## src/rtl/uart_rx_line.sv

```systemverilog
// 8N1 UART receiver that assembles characters into a 32-byte packed line buffer.
// A terminator flags a complete line; the buffer packing matches the string transmitter.
module uart_rx_line #(
    parameter int          SYS_FREQ = 125,
    parameter int          BAUD     = 115200,
    parameter logic [7:0]  TERM     = 8'h0D
) (
    input  logic           clk,
    input  logic           reset_p,
    input  logic           uart_rx,
    output logic [255:0]   line_string,
    output logic [5:0]     string_len,
    output logic           line_valid,
    output logic           overflow,
    output logic           frame_err,
    output logic           rx_busy
);

    localparam int DIV  = SYS_FREQ * 1_000_000 / BAUD;
    localparam int HALF = DIV / 2;
    localparam int CW   = $clog2(DIV);

    typedef enum logic [2:0] {IDLE, START, DATA, STOP, WAIT_HIGH} state_t;

    logic [1:0]    sync_q;
    logic          rx_s;
    logic          rx_prev_q;
    state_t        state_q, state_d;
    logic [CW-1:0] cnt_q, cnt_d;
    logic [2:0]    bit_q, bit_d;
    logic [7:0]    shift_q, shift_d;
    logic [255:0]  buf_q, buf_d;
    logic [5:0]    len_q, len_d;
    logic          done_q, done_d;
    logic          line_valid_q, line_valid_d;
    logic          overflow_q, overflow_d;
    logic          frame_err_q, frame_err_d;
    logic          rx_busy_q, rx_busy_d;
    logic          byte_ok;

    assign rx_s = sync_q[1];

    // NOTE: every variable assigned here gets a default first, so no path can infer a latch.
    always_comb begin
        state_d      = state_q;
        cnt_d        = cnt_q;
        bit_d        = bit_q;
        shift_d      = shift_q;
        buf_d        = buf_q;
        len_d        = len_q;
        done_d       = done_q;
        line_valid_d = 1'b0;
        overflow_d   = 1'b0;
        frame_err_d  = 1'b0;
        byte_ok      = 1'b0;

        unique case (state_q)
            IDLE: begin
                cnt_d = '0;
                if (!rx_s && rx_prev_q) state_d = START;
            end
            START: begin
                if (cnt_q == CW'(HALF - 1)) begin
                    cnt_d   = '0;
                    bit_d   = '0;
                    state_d = rx_s ? IDLE : DATA;
                end else begin
                    cnt_d = cnt_q + 1'b1;
                end
            end
            DATA: begin
                if (cnt_q == CW'(DIV - 1)) begin
                    cnt_d   = '0;
                    shift_d = {rx_s, shift_q[7:1]};
                    bit_d   = bit_q + 3'd1;
                    if (bit_q == 3'd7) state_d = STOP;
                end else begin
                    cnt_d = cnt_q + 1'b1;
                end
            end
            STOP: begin
                if (cnt_q == CW'(DIV - 1)) begin
                    cnt_d = '0;
                    if (rx_s) begin
                        byte_ok = 1'b1;
                        state_d = IDLE;
                    end else begin
                        frame_err_d = 1'b1;
                        state_d     = WAIT_HIGH;
                    end
                end else begin
                    cnt_d = cnt_q + 1'b1;
                end
            end
            WAIT_HIGH: begin
                if (rx_s) state_d = IDLE;
            end
            default: state_d = IDLE;
        endcase

        // LF is dropped outright, so it neither clears a finished line nor adds to it.
        if (byte_ok && shift_q != 8'h0A) begin
            if (done_q) begin
                buf_d  = '0;
                len_d  = '0;
                done_d = 1'b0;
            end
            if (shift_q == TERM) begin
                if (len_d != 6'd0) begin
                    line_valid_d = 1'b1;
                    done_d       = 1'b1;
                end
            end else if (len_d == 6'd32) begin
                overflow_d = 1'b1;
            end else begin
                buf_d = {buf_d[247:0], shift_q};
                len_d = len_d + 6'd1;
            end
        end

        rx_busy_d = (state_d != IDLE);
    end

    // NOTE: sequential state uses non-blocking assignments so all flops update together.
    always_ff @(posedge clk) begin
        if (reset_p) begin
            sync_q       <= 2'b11;
            rx_prev_q    <= 1'b1;
            state_q      <= IDLE;
            cnt_q        <= '0;
            bit_q        <= '0;
            shift_q      <= '0;
            buf_q        <= '0;
            len_q        <= '0;
            done_q       <= 1'b0;
            line_valid_q <= 1'b0;
            overflow_q   <= 1'b0;
            frame_err_q  <= 1'b0;
            rx_busy_q    <= 1'b0;
        end else begin
            sync_q       <= {sync_q[0], uart_rx};
            rx_prev_q    <= rx_s;
            state_q      <= state_d;
            cnt_q        <= cnt_d;
            bit_q        <= bit_d;
            shift_q      <= shift_d;
            buf_q        <= buf_d;
            len_q        <= len_d;
            done_q       <= done_d;
            line_valid_q <= line_valid_d;
            overflow_q   <= overflow_d;
            frame_err_q  <= frame_err_d;
            rx_busy_q    <= rx_busy_d;
        end
    end

    assign line_string = buf_q;
    assign string_len  = len_q;
    assign line_valid  = line_valid_q;
    assign overflow    = overflow_q;
    assign frame_err   = frame_err_q;
    assign rx_busy     = rx_busy_q;

endmodule

```

## config.mk

```make
export PLATFORM = sky130hd
export DESIGN_NAME = uart_rx_line
export DESIGN_NICKNAME = d
export VERILOG_FILES = /design/src/rtl/uart_rx_line.sv
export SDC_FILE = /design/constraint.sdc
export NUM_CORES = 1
export LEC_CHECK = 0
export ABC_AREA = 1
export BUFFER_PORTS_ARGS = -buffer_cell sky130_fd_sc_hd__buf_4
export CORE_MARGIN = 2
export CORE_UTILIZATION = 51
export CTS_CLUSTER_SIZE = 25
export DETAILED_ROUTE_END_ITERATION = 8
export PLACE_DENSITY = 0.78
export RECOVER_POWER = 100
export SETUP_SLACK_MARGIN = 0.02
export SYNTH_ARGS = -nofsm -noshare
export SYNTH_HDL_FRONTEND = slang
export SYNTH_SLANG_ARGS = --single-unit
export TNS_END_PERCENT = 5
```

## constraint.sdc

```tcl
create_clock -name clk -period 2.4 [get_ports clk]
set_clock_uncertainty 0.15 [all_clocks]
set_input_delay 0 -clock clk [delete_from_list [all_inputs] [get_ports clk]]
set_output_delay 0 -clock clk [all_outputs]
set_load 0.02 [all_outputs]
```

* After elaboration in Yosys (flattened, before gate mapping) *
Index checks and enable logic that the tools add are counted.

storage, ports and cells
  output and inout bits = 266
  word-level logic and storage cells = 74
  input bits = 3
  register bits = 295

cells by class
  muxes and demuxes = 29
  reductions and logical operators = 14
  $add $sub $neg = 3
  bitwise operators = 3
  equality and inequality tests = 12

operators by type and width
  kind                                                                     number
  256-bit two-way mux                                                      3
  11-bit one-hot mux with 3 select lines                                   1
  3-bit two-way mux                                                        9
  6-bit two-way mux                                                        4
  11-bit two-way mux                                                       2
  3-bit one-hot mux with 5 select lines                                    1
  11-bit by 1-bit adder with 11-bit output, second input constant          1
  11-bit by 10-bit equality test with 1-bit output, second input constant  1
  11-bit equality test, second input constant                              1
  8-bit by 4-bit equality test with 1-bit output, second input constant    1
  8-bit by 4-bit inequality test with 1-bit output, second input constant  1
  1-bit two-way mux                                                        7
  6-bit by 1-bit adder with 6-bit output, second input constant            1
  3-bit by 2-bit equality test with 1-bit output, second input constant    2
  3-bit equality test, second input constant                               2
  6-bit equality test, second input constant                               1
  3-bit one-hot mux with 2 select lines                                    1
  3-bit nonzero test                                                       2
  6-bit nonzero test                                                       1
  3-bit OR reduction                                                       2
  2-bit inequality test, second input constant                             2
  2-bit OR reduction                                                       2
  3-bit by 1-bit adder with 3-bit output, second input constant            1
  3-bit by 1-bit equality test with 1-bit output, second input constant    1
  8 further kinds                                                          11

* Longest topological paths before layout *
  depth after elaboration = 8
  mapped depth = 13

* Worst setup path after synthesis *
OpenSTA, ideal clock, no wires.

  path type = register -> register
  start = register done_q
  end = register len_q[0] (netlist: string_len[0])
  setup time = 0.117 ns
  slack = 0.170 ns
  path buffers = 4
  data arrival time = 1.963 ns
  stages on the path, launching flop included = 14
  cell sequence = dfxtp_1 > inv_2 > buf_6 > clkbuf_1 > nand2_1 > ha_1 > nand3_2 > nor2_2 > nor2_4 > buf_6 > buf_2 > nand2_1 > a21oi_1 > nor2_1

between the ends
  cells in the longest elaborated chain, start to end = 5

RTL lines
  what                                                                                  RTL line  RTL
  from (decl)                                                                           34        logic done_q, done_d;
  from (signal assigned)                                                                149       done_q <= done_d;
  6-bit two-way mux (*)                                                                 103       if (done_q) begin
  6-bit two-way mux (*)                                                                 102       if (byte_ok && shift_q != 8'h0A) begin
  6-bit by 1-bit adder with 6-bit output / 6-bit equality test (equally long branches)  117, 113
  6-bit two-way mux                                                                     113       end else if (len_d == 6'd32) begin
  6-bit two-way mux (*)                                                                 108       if (shift_q == TERM) begin
  to (signal assigned)                                                                  148       len_q <= len_d;
  to (decl)                                                                             33        logic [5:0] len_q, len_d;

Every way passes the cells marked *; elsewhere a longest branch is shown, timed or not. The select of a mux whose other input is x is not followed.
A chain may end at the register's enable or synchronous reset.

* Final worst setup path *
  start = register cnt_q[0]
  end = register buf_q[246] (netlist: line_string[246])

between the ends
  cells in the longest elaborated chain, start to end = 4

RTL lines
  what                    RTL line  RTL
  from (decl)             29        logic [CW-1:0] cnt_q, cnt_d;
  from (signal assigned)  144       cnt_q <= cnt_d;
  11-bit equality test    82        if (cnt_q == CW'(DIV - 1)) begin
  1-bit two-way mux       82
  1-bit two-way mux       57        unique case (state_q)
  1-bit logical AND       102
  to (signal assigned)    147       buf_q <= buf_d;
  to (decl)               32        logic [255:0] buf_q, buf_d;

Every way passes these cells.

==> reports/qor.yml <==
clock_tree:
  clock-sinks: 295
  cts_root_buf: "clkbuf_16"
  cts_tree: "yes"
  htree_levels: 2
  clkLatencyLatePin_ns: 0.51
  cts.reportedPaths.clkPinSlew_ns: 0.06
  clock_path_buffers: 3
  cts_made_buffers: 34
sta:
  period_share_pct: 93.0
  drv_slew: 0
  hold_violations: 0
  hold_ws_ns: 0.276
  fin_crit_ns: 2.23
  setup_violations: 0
  fmax_mhz: 448
  maxSlewHeadroom_pct: 52.2
  worstMarginPinSlew_ns: 0.717
  rsz0062_at_grt: "true"
routing:
  drc: 0
  wl_um: 42600
  met3WireLength_um: 3280
  wl_met2_um: 19700
  routedWlPerCell_um: 15.0
  highest_layer: "met4"
  routed-via-count: 15400
  dr.pass1.iters: 5
  viasPerCell: 5.42
  dr.first_iter.drc_count: 1488
  drt-met1-wl_um: 18300
  detail-route-antenna-nets: 0
logic_synthesis:
  seq_area_frac_synth_pct: 40.9
  yosys_warnings: 0
  ys_seq_elements: 295
  synth_most_common_cell: "nor2_1"
  synth-main-ff-cell: "dfxtp_1"
  synth_cells: 2267
  synth_top_cell_area_share_pct: 40.9
  synth_top_area_cell: "dfxtp_1"
  synth_nets: 2277
  netlist_area_mm2: 0.0145
  yosys-top-cells-count: "774 x nor2_1, 377 x o21ai_0, 338 x nand2_1"
  synth_cell_type_count: 31
  synth-edff-count: 0
  synthArstFlopShare_pct: 0
  avgSynthCellArea_um2: 6.38
  synthTopCellsByArea: "dfxtp_1 41%, nor2_1 20%, o21ai_0 13%"
worst_hold_path:
  hold_depth: 1
  hold_path_end: "sync_q[1]"
  min-delay-start: "sync_q[0]"
  hp-class: "register to register"
die:
  coreArea_mm2: 0.0279
  fp.dieW_um: 172
  io_pins: 269
  rows: 61
  die_y_um: 172
  initial_core_util_pct: 51.9
  die-area_mm2: 0.0297
power_and_ir_drop:
  power.leakage_nw: 6.88
  power_density_mw_per_mm2: 595
  total_power_mw: 10.2
  peakVddDrop_mv: 0.509
placed_design:
  place_congestion: 0.892
  place_area_mm2: 0.0166
  portBuffers: 268
  hpwl_um: 26000
setup_path:
  arrival_ns: 2.48
  rr_worst_depth: 11
  worstPathRequired_ns: 2.65
  path_max_fanout: 26
  reg2reg_slack_ns: 0.17
  rr_startpoint: "cnt_q[0]"
  critical_path.startpoint_type: "register"
  worstSetupEndpointType: "register"
  crit_type: "register to register"
  r2r-end: "line_string[246]"
grt:
  grt_max_degree: 143
  antenna_found_initial: 0
  grt_pass1_wl_um: 65000
  grt_pass1_vias: 13200
  grt_usage_pct: 26.3
  grt.overflow.total: 0
cells_and_area:
  final_cell_area_mm2: 0.0171
  final_layout_size_suffix_gt1_share_pct: 4.98
  fin_nets: 2459
  multi_input_area_mm2: 0.00748
  antenna_cells: 0
  seq_area_mm2: 0.00591
  fillers: 2789
  fin_util_pct: 61.3
  area_growth_pct: 18.2
status:
  status: "complete, no violations"
run:
  max_cap_viol_count: 0
[how the worst max path moves through the flow]
stage                   from          endpoint  slack (ns)  cells past startpoint
finish              cnt_q[0]  line_string[246]        0.17                     11
global route        cnt_q[0]  line_string[176]       -0.02                     11
detailed placement  cnt_q[0]   line_string[97]        0.18                     11
CTS                 cnt_q[0]  line_string[114]        0.11                     11
global placement    cnt_q[0]  line_string[124]        0.27                     11
floorplan             done_q     string_len[0]        0.17                     13
[report_power, final]
group / internal, mW / total [mW] / switching (mW)
combinational: 0.0344 / 0.124 / 0.0900
clock: 3.08 / 5.14 / 2.06
sequential: 4.90 / 4.91 / 0.00583
[routing by layer]
metal	GRT usage, %	vias to the layer above
li1	-	7688
met1	34.7	7086
met2	41.7	551
met3	5.91	92
met4	10.3	0
met5	0	-
[state kept, by name (all words and copies together), names as in the netlist]
register / flops
sync_q: 2
string_len: 6
rx_busy: 1
bit_q: 3
done_q: 1
frame_err: 1
state_q: 3
overflow: 1
rx_prev_q: 1
cnt_q: 11
line_valid: 1
shift_q: 8
line_string: 256
[cell type report]
class,instances,share of cell area (%)
inverters,60,1.38
clock inverters,7,0.388
repair buffers,320,11.1
clock buffers,49,6.03
multi-input cells,1738,43.8
well taps,378,2.77
flip-flops and latches,295,34.6
[repair_timing]
item / CTS / global route
hold buffers: 3 / 0
endpoints found under the setup margin: 0 / 188
resized for setup: 0 / 12
buffers inserted: 0 / 9
hold endpoints to repair: 26 / 0
[placed cells by master (no fill, tap or decap), types with 2 or more instances in the layout]
cell	n
buf_12	19
inv_1	56
o21ai_1	139
nand3b_1	3
nor2_1	773
nand4_1	7
or2_2	3
ha_1	7
inv_6	2
o21ai_0	377
inv_2	2
buf_4	18
nand3_1	37
dfxtp_1	294
clkbuf_8	6
buf_16	6
clkinv_2	4
nor2_4	4
nor3_1	4
clkbuf_1	272
nand2_1	337
clkbuf_16	44
o211ai_1	2
dlygate4sd3_1	3
nand2_2	3
a21oi_1	31
[per-stage QoR]
step                      cells  setup WS (ns)  setup TNS, ns
after floorplan            2267          0.170              0
after global placement     2772          0.265              0
after detailed placement   2772          0.178              0
after CTS                  2831          0.114              0
after global routing       2847        -0.0164        -0.0164
final                      2847          0.168              0
[worst max-delay path, stage by stage, from the launching register on]
cell,delay [ns]
dfxtp_1,0.35
inv_1,0.09
ha_1,0.18
nand2_1,0.11
nor2_4,0.16
nand4_4,0.11
nor2_4,0.24
buf_12,0.22
buf_16,0.18
o21ai_0,0.14
nor2_1,0.13
nor2_1,0.05
[cells by family (layout without fill, tap and decap cells)]
group	Yosys count	after routing	share of synthesized area [%]
simple gates	1176	1176	31.5
compound gates	553	553	19.3
flops	295	295	40.9
buf+inv	234	436	7.62
fa+ha+maj	7	7	0.606
xor+xnor	2	2	0.121
Power figures use the tool's default switching activity.
